<file path="src/rtl/zigzag_encryption.sv">
// Rail-fence (zig-zag) encryptor: buffers plaintext until the end-of-text token, then streams the
// ciphertext one character per cycle followed by a single token beat for the downstream decryptor.
module zigzag_encryption #(
  parameter int unsigned         D_WIDTH                = 8,
  parameter int unsigned         KEY_WIDTH              = 8,
  parameter int unsigned         MAX_NOF_CHARS          = 50,
  parameter logic [D_WIDTH-1:0]  START_DECRYPTION_TOKEN = 8'hFA
) (
  input  logic                 clk,
  input  logic                 rst_n,
  input  logic [D_WIDTH-1:0]   data_i,
  input  logic                 valid_i,
  input  logic [KEY_WIDTH-1:0] key,
  output logic [D_WIDTH-1:0]   data_o,
  output logic                 valid_o,
  output logic                 busy
);

  localparam int unsigned AW   = (MAX_NOF_CHARS > 1) ? $clog2(MAX_NOF_CHARS) : 1;
  localparam logic [7:0]  MaxN = 8'(MAX_NOF_CHARS);

  typedef enum logic [1:0] {StIdle, StEmit, StToken, StDone} state_e;

  state_e               r_state, w_state_nxt;
  logic [KEY_WIDTH-1:0] r_key, w_key_nxt;
  logic [7:0]           r_n, w_n_nxt;
  logic [7:0]           r_rail, w_rail_nxt;
  logic [7:0]           r_idx, w_idx_nxt;
  logic [7:0]           r_cnt, w_cnt_nxt;
  logic                 r_phase, w_phase_nxt;
  logic [D_WIDTH-1:0]   r_data, w_data_nxt;
  logic                 r_valid, w_valid_nxt;
  logic                 r_busy, w_busy_nxt;

  logic [D_WIDTH-1:0]   r_buf [MAX_NOF_CHARS];

  logic [7:0]           w_k8, w_period, w_step, w_cand;
  logic                 w_key_ok, w_is_token, w_wr;
  logic [D_WIDTH-1:0]   w_rd_data;

  assign w_k8       = 8'(r_key);
  assign w_key_ok   = (r_key >= KEY_WIDTH'(2)) && (r_key <= KEY_WIDTH'(5));
  assign w_period   = (w_k8 << 1) - 8'd2;
  assign w_is_token = (data_i == START_DECRYPTION_TOKEN);
  assign w_wr       = (r_state == StIdle) && valid_i && !w_is_token && (r_n < MaxN);
  assign w_rd_data  = r_buf[r_idx[AW-1:0]];
  assign w_cand     = r_idx + w_step;

  // Out-of-range keys fall back to identity order (step 1).
  always_comb begin
    w_step = 8'd1;
    if (w_key_ok) begin
      if ((r_rail == 8'd0) || (r_rail == w_k8 - 8'd1)) w_step = w_period;
      else if (r_phase)                                 w_step = r_rail << 1;
      else                                              w_step = w_period - (r_rail << 1);
    end
  end

  always_comb begin
    w_state_nxt = r_state;
    w_key_nxt   = r_key;
    w_n_nxt     = r_n;
    w_rail_nxt  = r_rail;
    w_idx_nxt   = r_idx;
    w_cnt_nxt   = r_cnt;
    w_phase_nxt = r_phase;
    w_data_nxt  = '0;
    w_valid_nxt = 1'b0;
    w_busy_nxt  = r_busy;
    case (r_state)
      StIdle: begin
        if (valid_i && w_is_token) begin
          w_key_nxt   = key;
          w_rail_nxt  = 8'd0;
          w_idx_nxt   = 8'd0;
          w_cnt_nxt   = 8'd0;
          w_phase_nxt = 1'b0;
          w_busy_nxt  = 1'b1;
          w_state_nxt = (r_n == 8'd0) ? StToken : StEmit;
        end else if (w_wr) begin
          w_n_nxt = r_n + 8'd1;
        end
      end
      StEmit: begin
        w_data_nxt  = w_rd_data;
        w_valid_nxt = 1'b1;
        w_cnt_nxt   = r_cnt + 8'd1;
        if (w_cand < r_n) begin
          w_idx_nxt   = w_cand;
          w_phase_nxt = ~r_phase;
        end else begin
          w_rail_nxt  = r_rail + 8'd1;
          w_idx_nxt   = r_rail + 8'd1;
          w_phase_nxt = 1'b0;
        end
        if (r_cnt == r_n - 8'd1) w_state_nxt = StToken;
      end
      StToken: begin
        w_data_nxt  = START_DECRYPTION_TOKEN;
        w_valid_nxt = 1'b1;
        w_state_nxt = StDone;
      end
      StDone: begin
        w_busy_nxt  = 1'b0;
        w_n_nxt     = 8'd0;
        w_state_nxt = StIdle;
      end
      default: w_state_nxt = StIdle;
    endcase
  end

  always_ff @(posedge clk) begin
    if (!rst_n) begin
      r_state <= StIdle;
      r_key   <= '0;
      r_n     <= 8'd0;
      r_rail  <= 8'd0;
      r_idx   <= 8'd0;
      r_cnt   <= 8'd0;
      r_phase <= 1'b0;
      r_data  <= '0;
      r_valid <= 1'b0;
      r_busy  <= 1'b0;
    end else begin
      r_state <= w_state_nxt;
      r_key   <= w_key_nxt;
      r_n     <= w_n_nxt;
      r_rail  <= w_rail_nxt;
      r_idx   <= w_idx_nxt;
      r_cnt   <= w_cnt_nxt;
      r_phase <= w_phase_nxt;
      r_data  <= w_data_nxt;
      r_valid <= w_valid_nxt;
      r_busy  <= w_busy_nxt;
    end
  end

  always_ff @(posedge clk) begin
    if (rst_n && w_wr) r_buf[r_n[AW-1:0]] <= data_i;
  end

  assign data_o  = r_data;
  assign valid_o = r_valid;
  assign busy    = r_busy;

endmodule

</file>
<file path="config.mk">
export PLATFORM = sky130hd
export DESIGN_NAME = zigzag_encryption
export DESIGN_NICKNAME = d
export VERILOG_FILES = /design/src/rtl/zigzag_encryption.sv
export SDC_FILE = /design/constraint.sdc
export NUM_CORES = 1
export LEC_CHECK = 0
export CAP_MARGIN = 20
export CORE_ASPECT_RATIO = 1.75
export CORE_MARGIN = 5
export CORE_UTILIZATION = 30
export DETAILED_ROUTE_END_ITERATION = 7
export PLACE_DENSITY = 0.47
export SYNTH_ARGS = -nofsm -noshare
export SYNTH_HDL_FRONTEND = slang
export SYNTH_SLANG_ARGS = --single-unit
</file>
<file path="constraint.sdc">
create_clock -name clk -period 7.5 [get_ports clk]
set_clock_uncertainty 0.15 [all_clocks]
set_input_delay 1.5 -clock clk [delete_from_list [all_inputs] [get_ports clk]]
set_output_delay 1.5 -clock clk [all_outputs]
set_load 0.03 [all_outputs]
</file>
## After elaboration in Yosys (flattened, before gate mapping)

Memory sizes are Yosys's and may differ from the RTL's. A register that Yosys moved wholly into a read port is not among the register bits.
Cells that the tools add are included.

| word-level totals | value |
|---|---|
| register bits after elaboration | 53 |
| RAM bits | 400 |
| output and inout port bits | 10 |
| logic and storage cells | 82 |
| memories kept | 1 |

| operators by class | value |
|---|---|
| add/subtract/negate cells | 8 |
| $lt $le $gt $ge | 4 |
| eq/ne operators | 11 |
| muxes and demuxes | 27 |
| bitwise operators | 1 |
| reduce and logical (&&, ||, !) cells | 20 |

Memory list:

| memory | depth | width | rd ports | clocked after Yosys merged registers in | wr ports | line | text |
|---|---|---|---|---|---|---|---|
| r_buf | 50 | 8 | 1 | 1 | 1 | 35 | `logic [D_WIDTH-1:0] r_buf [MAX_NOF_CHARS];` |

Operators by type and width:

| cell | count |
|---|---|
| 8-bit one-hot mux with 2 select lines | 5 |
| 8-bit 2-to-1 mux | 8 |
| 8-bit by 1-bit adder with 8-bit output, second input constant | 3 |
| 8-bit equality test | 2 |
| 8-bit zero test | 2 |
| 8-bit by 1-bit subtractor with 8-bit output, second input constant | 2 |
| 6-bit 2-to-1 mux | 2 |
| 8-bit adder | 1 |
| 8-bit equality test, second input constant | 1 |
| 8-bit by 2-bit >= comparator with 1-bit output, second input constant | 1 |
| 8-bit by 3-bit <= comparator with 1-bit output, second input constant | 1 |
| 8-bit by 6-bit less-than comparator with 1-bit output, second input constant | 1 |
| 8-bit less-than comparator | 1 |
| 2-bit inequality test, second input constant | 4 |
| 2-bit one-hot mux with 4 select lines | 1 |
| 2-bit AND reduction | 4 |
| 8-bit by 2-bit subtractor with 8-bit output, second input constant | 1 |
| 8-bit subtractor | 1 |
| 1-bit logical AND | 6 |
| 1-bit 2-to-1 mux | 6 |
| 2-bit 2-to-1 mux | 3 |
| 3-bit AND reduction | 2 |
| 2-bit equality test, second input constant | 2 |
| 1-bit one-hot mux with 2 select lines | 2 |
| other kinds (8) | 9 |

## Longest topological paths before layout

| depth | value |
|---|---|
| word-level depth | 11 |
| depth in mapped cells | 28 |
| mapped depth without buffers | 26 |

## Least setup slack after synthesis

OpenSTA, ideal clock, no wires.

| path | value |
|---|---|
| kind | register to register |
| from | reg r_key[0] |
| to | reg r_idx[7] |
| library setup time | 62 ps |
| arrival | 5809 ps |
| data required time | 7288 ps |
| path slack | 1479 ps |
| stages on the path, launching flop included | 28 |
| buffers on the path | 2 |
| cells stage by stage | dfxtp_1 inv_1 ha_1 nand2b_1 nor2_1 xor2_1 ha_1 and3_1 nand4_1 nor3_1 a41o_1 clkbuf_1 a211oi_1 a211oi_1 ha_1 a21o_1 a21oi_1 o211ai_1 a21o_1 a21oi_1 xnor2_1 ha_1 a2111oi_1 nor2b_1 a221oi_4 clkbuf_1 a2111o_1 nand3_1 |

| between the ends | value |
|---|---|
| word-level cells in the longest chain between the ends | 9 |

Ends and longest elaborated chain:

| element | line | text |
|---|---|---|
| start: declaration | 25 | `logic [KEY_WIDTH-1:0] r_key, w_key_nxt;` |
| start signal: assignment | 126 | `r_key <= w_key_nxt;` |
| 8-bit by 2-bit subtractor with 8-bit output / 8-bit by 1-bit subtractor with 8-bit output (equally long branches) | 43, 53 |  |
| 8-bit subtractor / 8-bit equality test (equally long branches) | 55, 53 |  |
| 8-bit 2-to-1 mux / 1-bit logical OR (equally long branches) | 54, 53 |  |
| 8-bit 2-to-1 mux | 53 | `if ((r_rail == 8'd0) \|\| (r_rail == w_k8 - 8'd1)) w_step = w_period;` |
| 8-bit 2-to-1 mux (*) | 52 | `if (w_key_ok) begin` |
| 8-bit adder (*) | 47 | `assign w_cand = r_idx + w_step;` |
| 8-bit less-than comparator | 88 | `if (w_cand < r_n) begin` |
| 8-bit 2-to-1 mux (*) | 88 |  |
| 8-bit one-hot mux with 2 select lines (*) | 70 | `case (r_state)` |
| end signal: assignment | 129 | `r_idx <= w_idx_nxt;` |
| end: declaration | 28 | `logic [7:0] r_idx, w_idx_nxt;` |

Every way passes the cells marked *; elsewhere a longest branch is shown, timed or not.
A chain may end at the register's enable or synchronous reset.

## Worst setup path after layout

| path | value |
|---|---|
| from | reg r_key[0] |
| to | reg r_rail[7] |

| between the ends | value |
|---|---|
| word-level cells in the longest chain between the ends | 9 |

Ends and longest elaborated chain:

| element | line | text |
|---|---|---|
| 8-bit by 2-bit subtractor with 8-bit output / 8-bit by 1-bit subtractor with 8-bit output (equally long branches) | 43, 53 |  |
| 8-bit subtractor / 8-bit equality test (equally long branches) | 55, 53 |  |
| 8-bit 2-to-1 mux / 1-bit logical OR (equally long branches) | 54, 53 |  |
| 8-bit 2-to-1 mux | 53 |  |
| 8-bit 2-to-1 mux (*) | 52 |  |
| 8-bit adder (*) | 47 |  |
| 8-bit less-than comparator (*) | 88 |  |
| 2-bit inequality test (no source line) (*) | - |  |
| 3-bit AND reduction (no source line) (*) | - |  |
| end signal: assignment | 128 | `r_rail <= w_rail_nxt;` |
| end: declaration | 27 | `logic [7:0] r_rail, w_rail_nxt;` |

Marks and branches as above.

==> run_results.csv <==
group,metric,value,unit
status,outcome,"finished clean",
power,power_density,243,nW/um^2
finish,finalNetCount,1196,
route,drt_iter0_markers,639,
worst_setup_path,slowest_stage,"a2111oi_1",
yosys,yosysMostFrequentCell,"edfxtp_1",
yosys,yosys_warnings,0,
sta,tightest_slew,0.998,ns
worst_setup_path,cp_data_arrival_time,7.21,ns
clocking,hold_buffers,0,
worst_setup_path,endpoint_kind,"register",
yosys,synth_area_per_cell,17.4,um^2
place,port_buffers,28,
grt,gr-total-overflow,0,
die,io_pins,29,
place,gp_congestion,0.768,
route,via_count,9750,
route,drt_wl_total,47300,um
worst_setup_path,cp.required,7.82,ns
yosys,synthXorXnorAreaFrac,1.91,%
grt,grt_max_degree,105,
yosys,synthTopCellsByCount,"edfxtp_1 (400), mux4_2 (122), nor2_1 (82)",
clocking,root_buffer,"clkbuf_16",
grt,grt_pass1_wl,70300,um
yosys,synth_area_leaders,"edfxtp_1 (62%), mux4_2 (14%), dfxtp_1 (6.1%), ha_1 (2.1%), nor2_1 (1.6%)",
sta,fmax,145,MHz
yosys,synth_top_area_share,62.4,%
grt,antenna_found_initial,0,
sta,finalHoldViolations,0,
sta,period_needed,6.89,ns
yosys,synth-compound-area-share,3.55,%
clocking,cts_buffer_depth,3,
sta,timing.final.crit_share,91.8,%
worst_setup_path,slowest_delay,0.63,ns
yosys,ys_seq_area_share,68.6,%
yosys,ys_types,58,
die,rows,123,
yosys,syn_area,19200,um^2
clocking,clk_pin_slew,0.07,ns
clocking,clk_latency,0.58,ns
sta,final_max_slew_viol_count,0,
clocking,htreeDepth,2,
job,drv_cap,0,
worst_setup_path,crit_top_cell,"ha_1",
die,chipHeight,345,um
route,ant_nets,0,
power,p_leak,6.81,nW
finish,diodes,0,
place,dpl.hpwl,31400,um
worst_setup_path,crit_fanout,19,
die,fp.dieArea,69500,um^2
worst_setup_path,crit_path_start_kind,"register",
yosys,yosysTopAreaCell,"edfxtp_1",
grt,grt_pass1_vias,10505,
place,place_ws,0.579,ns
die,core-area,64000,um^2
yosys,synth_fp_nets,1160,
clocking,cts_buffers,44,
min_path,hold_class,"register to register",
clocking,cts_sinks,459,
sta,relSlewSlack,33.4,%
yosys,synth-seq-cells,459,
die,die_w,201,um
sta,rsz0062_at_grt,"false",
finish,final_cells,1991,
die,initial_core_util,30.1,%
sta,tns,0,ns
clocking,cts_resized,0,
yosys,synth_edf_count,400,
clocking,post_cts_buffers,0,
finish,syn2layout_area_growth,13.5,%
yosys,synth_top_family_by_area,"multiplexers",
worst_setup_path,path_class,"register to register",
yosys,synth-simple-area-share,5.90,%
route,dr.pass1.iters,5,
sta,finalSetupViolCount,0,
finish,layout-drive-gt1-share,19.8,%
sta,worst_slack,0.613,ns
yosys,synth.area.mux_share,15.8,%
yosys,synthFlopType,"edfxtp_1",
yosys,synth_fa_ha_area_share,2.29,%
place,place_inst,1909,
yosys,synthesis.instances,1107,
route,drt-wirelength-per-cell,23.7,um
clocking,cts_tree,"done",
yosys,ys_async_sr_fraction,0,%
route,route.detailed.drc,0,
sta,holdWs,0.321,ns
grt,grt.total_usage,13.5,%
power,ir_worst_vdd,0.154,mV
route,avgViaCountPerCell,4.90,
[layer usage]
metal | track usage (%) | up-vias | part of all wire [%]
li1 | - | 4444 | -
met2 | 25.1 | 196 | 54
met1 | 15.4 | 5028 | 38
met4 | 5.96 | 0 | 4.5
met5 | 0 | - | 0
met3 | 1.84 | 82 | 3.2
[area by class of cell]
type / instances / area [um^2]
Timing Repair Buffer: 43 / 365
Multi-Input combinational cell: 566 / 5670
Inverter: 29 / 109
Sequential cell: 459 / 13200
Clock inverter: 31 / 348
Tap cell: 812 / 1020
Fill cell: 6132 / 42200
Clock buffer: 51 / 1130
[critical path: cells and delay by family (launching register included)]
| family | cells | cell delay (ns) |
|---|---|---|
| buffers and inverters | 1 | 0.10 |
| adder cells (fa/ha/maj) | 4 | 1.12 |
| multiplexers | 1 | 0.23 |
| AO/OA/AOI/OAI | 11 | 3.34 |
| flip-flops | 1 | 0.44 |
| AND/OR/NAND/NOR | 7 | 1.10 |
| XOR/XNOR | 2 | 0.29 |
[flip-flops by register name, summed over array words and instances, names as in the netlist, named ones only]
register  cells
valid_o       1
busy          1
r_key         8
r_phase       1
r_rail        8
r_buf       400
r_cnt         8
r_state       2
r_n           8
r_idx         8
data_o        8
[through the flow]
| stage | utilization [%] | total power [mW] | area (um^2) |
|---|---|---|---|
| 6_report | 34.1 | 5.30 | 21800 |
| 2_1_floorplan | - | 2.96 | 19200 |
| 3_5_place_dp | 31.8 | 3.05 | 20400 |
| 3_3_place_gp | 31.8 | 3.05 | 20400 |
| 5_1_grt | 34.1 | 5.48 | 21800 |
| 4_1_cts | 34.1 | 5.38 | 21800 |
[worst paths after layout]
path	from	to	slack, ns	cells past startpoint
hold / removal	r_idx[6]	r_idx[6]	0.32	2
setup / recovery	r_key[0]	r_rail[7]	0.61	26
hold reg to reg	r_idx[6]	r_idx[6]	0.32	2
setup reg to reg	r_key[0]	r_rail[7]	0.61	26
[report_power, final]
group          total, mW  switching, mW  internal (mW)
Sequential          2.80         0.0105           2.79
Combinational      0.198          0.137         0.0611
Clock               2.31           1.00           1.30
Total               5.30           1.15           4.15
[cells in the final DEF, fill, tap and decap left out, drive strengths merged, types with 5 or more instances in the layout]
master         netlist  routed
inv                 28      32
mux2i               18      18
clkinv               1      20
nor3                12      12
dfxtp               59      59
o21ai               26      26
xnor2               24      24
nand3b               5       5
edfxtp             400     400
mux2                10      10
and3                 6       6
nand4                7       7
a21o                 6       6
bufinv               0       6
mux4               122     122
a21boi               6       6
buf                 24      23
clkbuf              29      51
nand2               53      53
nand3               31      31
o211ai              12      12
xor2                18      18
a21oi               15      15
and2                 6       6
nor2                82      82
clkdlybuf4s50        0      20
ha                  32      32
a211oi               8       8
a22oi                6       6
nor2b               23      23
[cell families (layout without fill, tap and decap cells)]
kind of cell    count (synthesis)  in the layout
flops                         459            459
xor+xnor                       42             42
fa+ha+maj                      34             34
mux                           150            150
simple gates                  241            241
buf+inv                        82            154
compound gates                 99             99
Power figures use the tool's default switching activity.
